`src/rtl/cmd_decoder_pkg.sv`:
```
// cmd_decoder_pkg: shared widths, command bit positions and FSM states for the SPI command decoder
package cmd_decoder_pkg;
  localparam int ADDR_W       = 6;
  localparam int DATA_W       = 8;
  localparam int CMD_RW_BIT   = 7;
  localparam int CMD_RSVD_BIT = 6;
  typedef enum logic [2:0] {IDLE, WDATA, RACC, RDATA, DONE} state_t;
endpackage

```
`src/rtl/cmd_decoder.sv`:
```
// cmd_decoder: turns chip-select framed SPI bytes into register read/write strobes; CMD_DECODER_BURST_EN enables auto-increment bursts
module cmd_decoder #(
  parameter int ADDR_W = cmd_decoder_pkg::ADDR_W,
  parameter int DATA_W = cmd_decoder_pkg::DATA_W
) (
  input  logic              clk,
  input  logic              rst,
  input  logic              frame_active,
  input  logic              rx_valid,
  input  logic [DATA_W-1:0] rx_byte,
  output logic [DATA_W-1:0] tx_byte,
  output logic              tx_valid,
  output logic              read,
  output logic              write,
  output logic [ADDR_W-1:0] addr,
  output logic [DATA_W-1:0] data_write,
  input  logic [DATA_W-1:0] data_read,
  output logic              cmd_err
);
  import cmd_decoder_pkg::*;
  state_t              state_q;
  logic                read_q, write_q, tx_valid_q, cmd_err_q;
  logic                act_q, blk_q;
  logic [ADDR_W-1:0]   addr_q;
  logic [DATA_W-1:0]   data_write_q, tx_byte_q;
  // Command FSM; blk_q keeps a frame interrupted by reset ignored until chip-select cycles
  always_ff @(posedge clk) begin
    if (rst) begin
      state_q      <= IDLE;
      read_q       <= 1'b0;
      write_q      <= 1'b0;
      tx_valid_q   <= 1'b0;
      cmd_err_q    <= 1'b0;
      addr_q       <= '0;
      data_write_q <= '0;
      tx_byte_q    <= '0;
      act_q        <= 1'b0;
      blk_q        <= 1'b1;
    end else begin
      act_q      <= frame_active;
      read_q     <= 1'b0;
      write_q    <= 1'b0;
      tx_valid_q <= read_q;
      if (read_q) tx_byte_q <= data_read;
`ifdef CMD_DECODER_BURST_EN
      if (write_q) addr_q <= addr_q + 1'b1;
`endif
      if (frame_active && !act_q) cmd_err_q <= 1'b0;
      if (!frame_active) begin
        state_q <= IDLE;
        blk_q   <= 1'b0;
      end else if (!blk_q) begin
        case (state_q)
          IDLE: if (rx_valid) begin
            addr_q <= rx_byte[ADDR_W-1:0];
            if (rx_byte[CMD_RSVD_BIT]) begin
              cmd_err_q <= 1'b1;
              state_q   <= DONE;
            end else if (rx_byte[CMD_RW_BIT]) begin
              state_q <= WDATA;
            end else begin
              read_q  <= 1'b1;
              state_q <= RACC;
            end
          end
          WDATA: if (rx_valid) begin
            write_q      <= 1'b1;
            data_write_q <= rx_byte;
`ifndef CMD_DECODER_BURST_EN
            state_q      <= DONE;
`endif
          end
          RACC: state_q <= RDATA;
          RDATA: if (rx_valid) begin
`ifdef CMD_DECODER_BURST_EN
            addr_q  <= addr_q + 1'b1;
            read_q  <= 1'b1;
            state_q <= RACC;
`else
            state_q <= DONE;
`endif
          end
          default: ;
        endcase
      end
    end
  end
  assign tx_byte    = tx_byte_q;
  assign tx_valid   = tx_valid_q;
  assign read       = read_q;
  assign write      = write_q;
  assign addr       = addr_q;
  assign data_write = data_write_q;
  assign cmd_err    = cmd_err_q;
endmodule

```
`config.mk`:
```
export PLATFORM = sky130hd
export DESIGN_NAME = cmd_decoder
export DESIGN_NICKNAME = d
export VERILOG_FILES = /design/src/rtl/cmd_decoder_pkg.sv /design/src/rtl/cmd_decoder.sv
export SDC_FILE = /design/constraint.sdc
export NUM_CORES = 1
export LEC_CHECK = 0
export ABC_AREA = 1
export BUFFER_PORTS_ARGS = -buffer_cell sky130_fd_sc_hd__buf_2
export CAP_MARGIN = 0
export CORE_ASPECT_RATIO = 1.2
export CORE_UTILIZATION = 49
export CTS_BUF_LIST = sky130_fd_sc_hd__clkbuf_8
export DETAILED_ROUTE_END_ITERATION = 12
export GPL_ROUTABILITY_DRIVEN = 0
export MAX_ROUTING_LAYER = met4
export PLACE_DENSITY = 0.89
export SETUP_SLACK_MARGIN = 0.2
export SYNTH_ARGS = -nofsm -noshare
export SYNTH_HDL_FRONTEND = slang
export SYNTH_SLANG_ARGS = --single-unit
```
`constraint.sdc`:
```
create_clock -name clk -period 1.1 [get_ports clk]
set_input_delay 0.165 -clock clk [delete_from_list [all_inputs] [get_ports clk]]
set_output_delay 0.165 -clock clk [all_outputs]
set_load 0.005 [all_outputs]
```
* Yosys cells after proc, flatten, opt, wreduce, memory -nomap -nowiden
Index checks and enable logic that the tools add are counted.
** Storage, ports and cells
- Flip-flop bits (word level) :: 31
- Latch bits :: 0
- Bits in writable memories :: 0
- Memory bits (read-only) :: 0
- Output and inout port bits :: 26
- Logic and storage cells :: 44
- Memories :: 0
** Cells by class
- Add/subtract/negate cells :: 0
- Multiply operators :: 0
- Div/mod/pow operators :: 0
- $lt $le $gt $ge :: 0
- Equality and inequality tests :: 5
- Shift-type cells :: 0
- Mux-type cells :: 13
- Bitwise logic cells :: 5
- Reduce and logical (&&, ||, !) cells :: 11
** Operators by type and width (number)
- $reduce_and 4->1 :: 3
- $mux 3 :: 3
- $pmux 3 s3 :: 1
- $mux 1 :: 8
- $eq 3x2->1 const B :: 2
- $reduce_or 6->1 :: 1
- $not 1->1 :: 5
- $reduce_or 2->1 :: 2
- $reduce_or 4->1 :: 1
- $eq 3x1->1 const B :: 1
- $logic_not 3->1 :: 1
- $reduce_bool 3->1 :: 1
- $mux 2 :: 1
- $ne 2x1->1 const B :: 1
- $ne 2x2->1 const B :: 1
- $logic_and 1x1->1 :: 1
- $logic_not 1->1 :: 1

* Logic depth before layout (Yosys ltp)
- Depth after elaboration :: 8
- Gate-level depth with buffers :: 8
- Gate-level depth less buffers :: 8

* Worst setup path after synthesis
OpenSTA, ideal clock, no wires.
- Path type :: register to register
- Start :: register state_q[2]
- End :: register data_write_q[0], in the netlist data_write[0]
- Arrival time :: 869 ps
- Data required time :: 984 ps
- Slack :: 115 ps
- Cell stages (with the launch flop) :: 7
- Buffers on the path :: 0
- Period minus slack after synthesis :: 985 ps
- Cells stage by stage :: dfxtp_1 > nor2_2 > nand2_2 > nor2_8 > inv_4 > nor2_1 > nor2_1
** On the way
- Longest elaborated chain between the ends :: 2
** RTL lines
- from (decl) :: line cmd_decoder.sv:21 : state_t state_q;
- from (signal assigned) :: line cmd_decoder.sv:29 : state_q <= IDLE;
- from (signal assigned) :: line cmd_decoder.sv:50 : state_q <= IDLE;
- from (signal assigned) :: line cmd_decoder.sv:58 : state_q <= DONE;
- $eq 3x1->1 :: line cmd_decoder.sv:53 : case (state_q)
- $reduce_and 4->1 (no line)
- to (signal assigned) :: line cmd_decoder.sv:68 : data_write_q <= rx_byte;
- to (decl) :: line cmd_decoder.sv:25 : logic [DATA_W-1:0] data_write_q, tx_byte_q;
No other way between the ends.
A chain may end at the register's enable or synchronous reset.

* Worst setup path in the final report
- Start :: register state_q[2]
- End :: register data_write_q[1], in the netlist data_write[1]
The elaborated chain is that of the path after synthesis.

==> metrics.md <==
| Metric | Value |
|---|---|
| Outcome | completed |
| Worst-skew pair later-pin latency | about 0.29 ns |
| Number of synthesized flops with an enable pin | 0 |
| Via count of the first global-routing pass | approximately 1.1k |
| Critical path cell sequence | nor2_4 -> nand2_4 -> nor2_8 -> inv_6 -> nor2_1 -> nor2_1 |
| Total negative slack | 0 ns |
| Element type at the critical path end | flip-flop |
| Count of vias placed by the detailed router | about 1.2k |
| DRT Wirelength | 2870 um |
| Core footprint | around 2300 um^2 |
| Crit path max fanout | 9 |
| Cell count after synthesis | roughly 150 |
| Die outline width | approximately 47 um |
| Remaining antenna violation count | 0 |
| H-tree depth | 2 |
| Cell with the largest stage delay on the worst path | sky130_fd_sc_hd__dfxtp_2 |
| CP Class | reg2reg |
| Leading post-synthesis cells by cell area | sky130_fd_sc_hd__dfxtp_1 53%, sky130_fd_sc_hd__nor2_1 17%, sky130_fd_sc_hd__o21ai_0 9.8%, sky130_fd_sc_hd__nand2_1 3.2%, sky130_fd_sc_hd__nand2_2 3.2% |
| Fin nets | 230 |
| Synth-to-layout area growth | 49.0% |
| HP Class | in2reg |
| Die Area | 2590 um^2 |
| Met2 GRT Util | approximately two fifths |
| Global-route usage over all layers | between 20% and 30% |
| Gate family responsible for the most delay along the worst path | simple AND/OR/NAND/NOR gates |
| GR met3 Demand/Resource | roughly 11% |
| Buffer type at the clock tree root | sky130_fd_sc_hd__clkbuf_8 |
| Number of buffers created by CTS | 5 |
| Effective utilization at floorplan | 51.3% |
| MaxCap Viol Count | 0 |
| Number of antenna violations at the first check in global routing | 0 |
| Final setup violating endpoints | 0 |
| Min cycle time layout | 1.05 ns |
| Max Slew Vio Count | 0 |
| Top-level port count | between 40 and 50 |
| Dominant cell type by area after synthesis | sky130_fd_sc_hd__dfxtp_1 |
| Hold path startpoint | data_read[1] |
| Areal power density over the cells | about 1400 nW/um^2 |
| Die span in y | 55.6 um |
| Avg Inst Size Synth | 7.86 um^2 |
| Number of DRC violations after detailed-routing iteration 0 | 38 |
| Most used DFF post-synth | sky130_fd_sc_hd__dfxtp_1 |
| Global route overflow | 0 |
| Synth top cells by count | 52 x sky130_fd_sc_hd__nor2_1, 31 x sky130_fd_sc_hd__dfxtp_1, 23 x sky130_fd_sc_hd__o21ai_0 |
| Most common cell type on the critical path | sky130_fd_sc_hd__nor2_1 |
| Worst reg2reg path endpoint | data_write[1] |
| Clock-pin slew on the worst setup and hold paths | about 0.060 ns |
| IR drop worst, VDD | approximately 1700 uV |
| Port Buf Inserts | 45 |
| Delay contributed by the slowest stage of the critical path | ~0.34 ns |
| Min-Delay Path Depth | 3 |
| Fraction of synthesis flops using an asynchronous set or reset pin | 0% |
| Global-route wire length before repair | roughly 4300 um |
| Count of state elements after synthesis | 31 |
| Critical path buffers and inverters | 1 |
| Maximum clock skew at final layout | about 0.0037 ns |
| Post-layout util | between 70% and 80% |
| Synth unique cells | 19 |
| Unrepaired setup endpoints after global routing | yes |
| Number of placement rows | 19 |
| Cell with the most instances after synthesis | sky130_fd_sc_hd__nor2_1 |
| Detailed-route wire length per cell | roughly 12 um |
| Synthesized Nets | between 150 and 200 |
| First element of the critical path | state_q[2] |
| Worst EP arrival | between 1 and 1.5 ns |
| Number of sinks driven by the clock tree | 31 |
| Fmax achieved | 0.950 GHz |
| Synth Cell Area | 1170 um^2 |
| CTS tree | done |
| CP required | 1.27 ns |
| Share of the yosys chip area belonging to registers | about 53% |
| Setup slack, reg-to-reg | roughly 0.047 ns |
| Vias per std cell | roughly 4.8 |
| Most used routing layer in global routing | met2 |
| LEAKAGE | 0.000912 uW |
| Total of warnings raised by yosys | 0 |
| Hold buffer count at cts | 0 |
| Final worst-path cycle share | a little over nine tenths |
| Met1 layer usage reported by global route | 23.3% |
| Number of hold-slack violations in the final timing report | 0 |
| Category of the worst setup path launch point | flip-flop |
| Transition time at the pin with the least slew margin | around 0.27 ns |
| Number of inserted diodes | 0 |
| Detailed-route DRC error count | 0 |
| R2r startpoint | state_q[2] |
| Iteration count of the initial detailed-routing pass | 4 |
| Detail Placement HPWL | between 1500 and 2000 um |
| Pin count of the biggest net entering global routing | 13 |
| Worst-case clock buffer depth | 2 |
| Tightest slew margin relative to the limit | 81.7% |
| Worst Reg2Reg Path Length in Cells | 6 |
| Layout cell share with drive strength beyond 1 | a little over half |
| Top cell type's share of synthesized area | about 53% |
| Worst Hold Endpoint | tx_byte[1] |
repair_timing:
action | CTS | global route
gates cloned | 1 | 0
setup endpoints to repair | 29 | 52
buffers inserted | 4 | 3
gates resized for setup | 21 | 29
pin swaps | 2 | 1
worst register-to-register path, delay by kind of cell, from the launching register on:
kind          cells  cell delay, ns
simple gates      5            0.53
buf+inv           1            0.07
flops             1            0.34
metal layers:
metal | part of all wire [%] | wire [um]
met2 | 52 | 1510
met3 | 6.4 | 184
met1 | 39 | 1110
met5 | 0 | 0
met4 | 2.4 | 70
registers in the layout, summed over array words and instances (netlist names):
name / cells
data_write: 8
tx_byte: 8
addr: 6
state_q: 3
act_q: 1
blk_q: 1
cmd_err: 1
read: 1
tx_valid: 1
write: 1
stage by stage:
stage / setup slack, ns / total power (uW) / hold WS (ns) / std cells / cell area (um^2)
finish: 0.0473 / 2500 / 0.105 / 242 / 1750
detailed placement: 0.0500 / 1350 / 0.396 / 226 / 1460
global placement: 0.0837 / 1350 / 0.387 / 226 / 1460
floorplan: 0.121 / 1270 / 0.234 / 149 / 1180
CTS: 0.0792 / 2520 / 0.0934 / 239 / 1660
global route: 0.00288 / 2620 / 0.113 / 242 / 1750
cells in the final DEF, fill, tap and decap left out, types with 2 or more instances in the layout:
| cell | n |
|---|---|
| sky130_fd_sc_hd__clkbuf_8 | 6 |
| sky130_fd_sc_hd__a21oi_1 | 3 |
| sky130_fd_sc_hd__dfxtp_1 | 4 |
| sky130_fd_sc_hd__nand2_4 | 2 |
| sky130_fd_sc_hd__nor2_1 | 49 |
| sky130_fd_sc_hd__dfxtp_4 | 2 |
| sky130_fd_sc_hd__buf_6 | 6 |
| sky130_fd_sc_hd__nand2_1 | 10 |
| sky130_fd_sc_hd__o21ai_0 | 19 |
| sky130_fd_sc_hd__buf_2 | 40 |
| sky130_fd_sc_hd__inv_2 | 3 |
| sky130_fd_sc_hd__nor2_2 | 4 |
| sky130_fd_sc_hd__o21ai_1 | 2 |
| sky130_fd_sc_hd__buf_4 | 9 |
| sky130_fd_sc_hd__dfxtp_2 | 25 |
| sky130_fd_sc_hd__inv_1 | 7 |
| sky130_fd_sc_hd__nor2_4 | 3 |
| sky130_fd_sc_hd__nand2_2 | 4 |
| sky130_fd_sc_hd__o21ai_2 | 3 |
area by class of cell:
type,instances,area [um^2]
Sequential cell,31,659
Multi-Input combinational cell,105,542
Fill cell,175,537
Timing Repair Buffer,55,335
Clock buffer,6,82.6
Inverter,12,52.6
Tap cell,31,38.8
Clock inverter,2,35.0
kinds of logic (layout without fill, tap and decap cells):
logic type	Yosys count	in the layout	share of synthesized area (%)
flops	31	31	53.0
compound gates	28	28	12.0
buf+inv	14	75	4.91
simple gates	76	77	30.1
worst max path at each step:
stage | cells after the start | to
floorplan | 6 | data_write[0]
global placement | 6 | data_write[1]
detailed placement | 6 | data_write[0]
CTS | 5 | cmd_err
global route | 5 | addr[1]
finish | 6 | data_write[1]
where the power goes:
group	total (uW)	switching [uW]	internal (uW)
registers	1160	14.7	1150
logic	195	109	86.2
clock network	1150	417	732
total	2500	540	1960
Power figures use the tool's default switching activity.
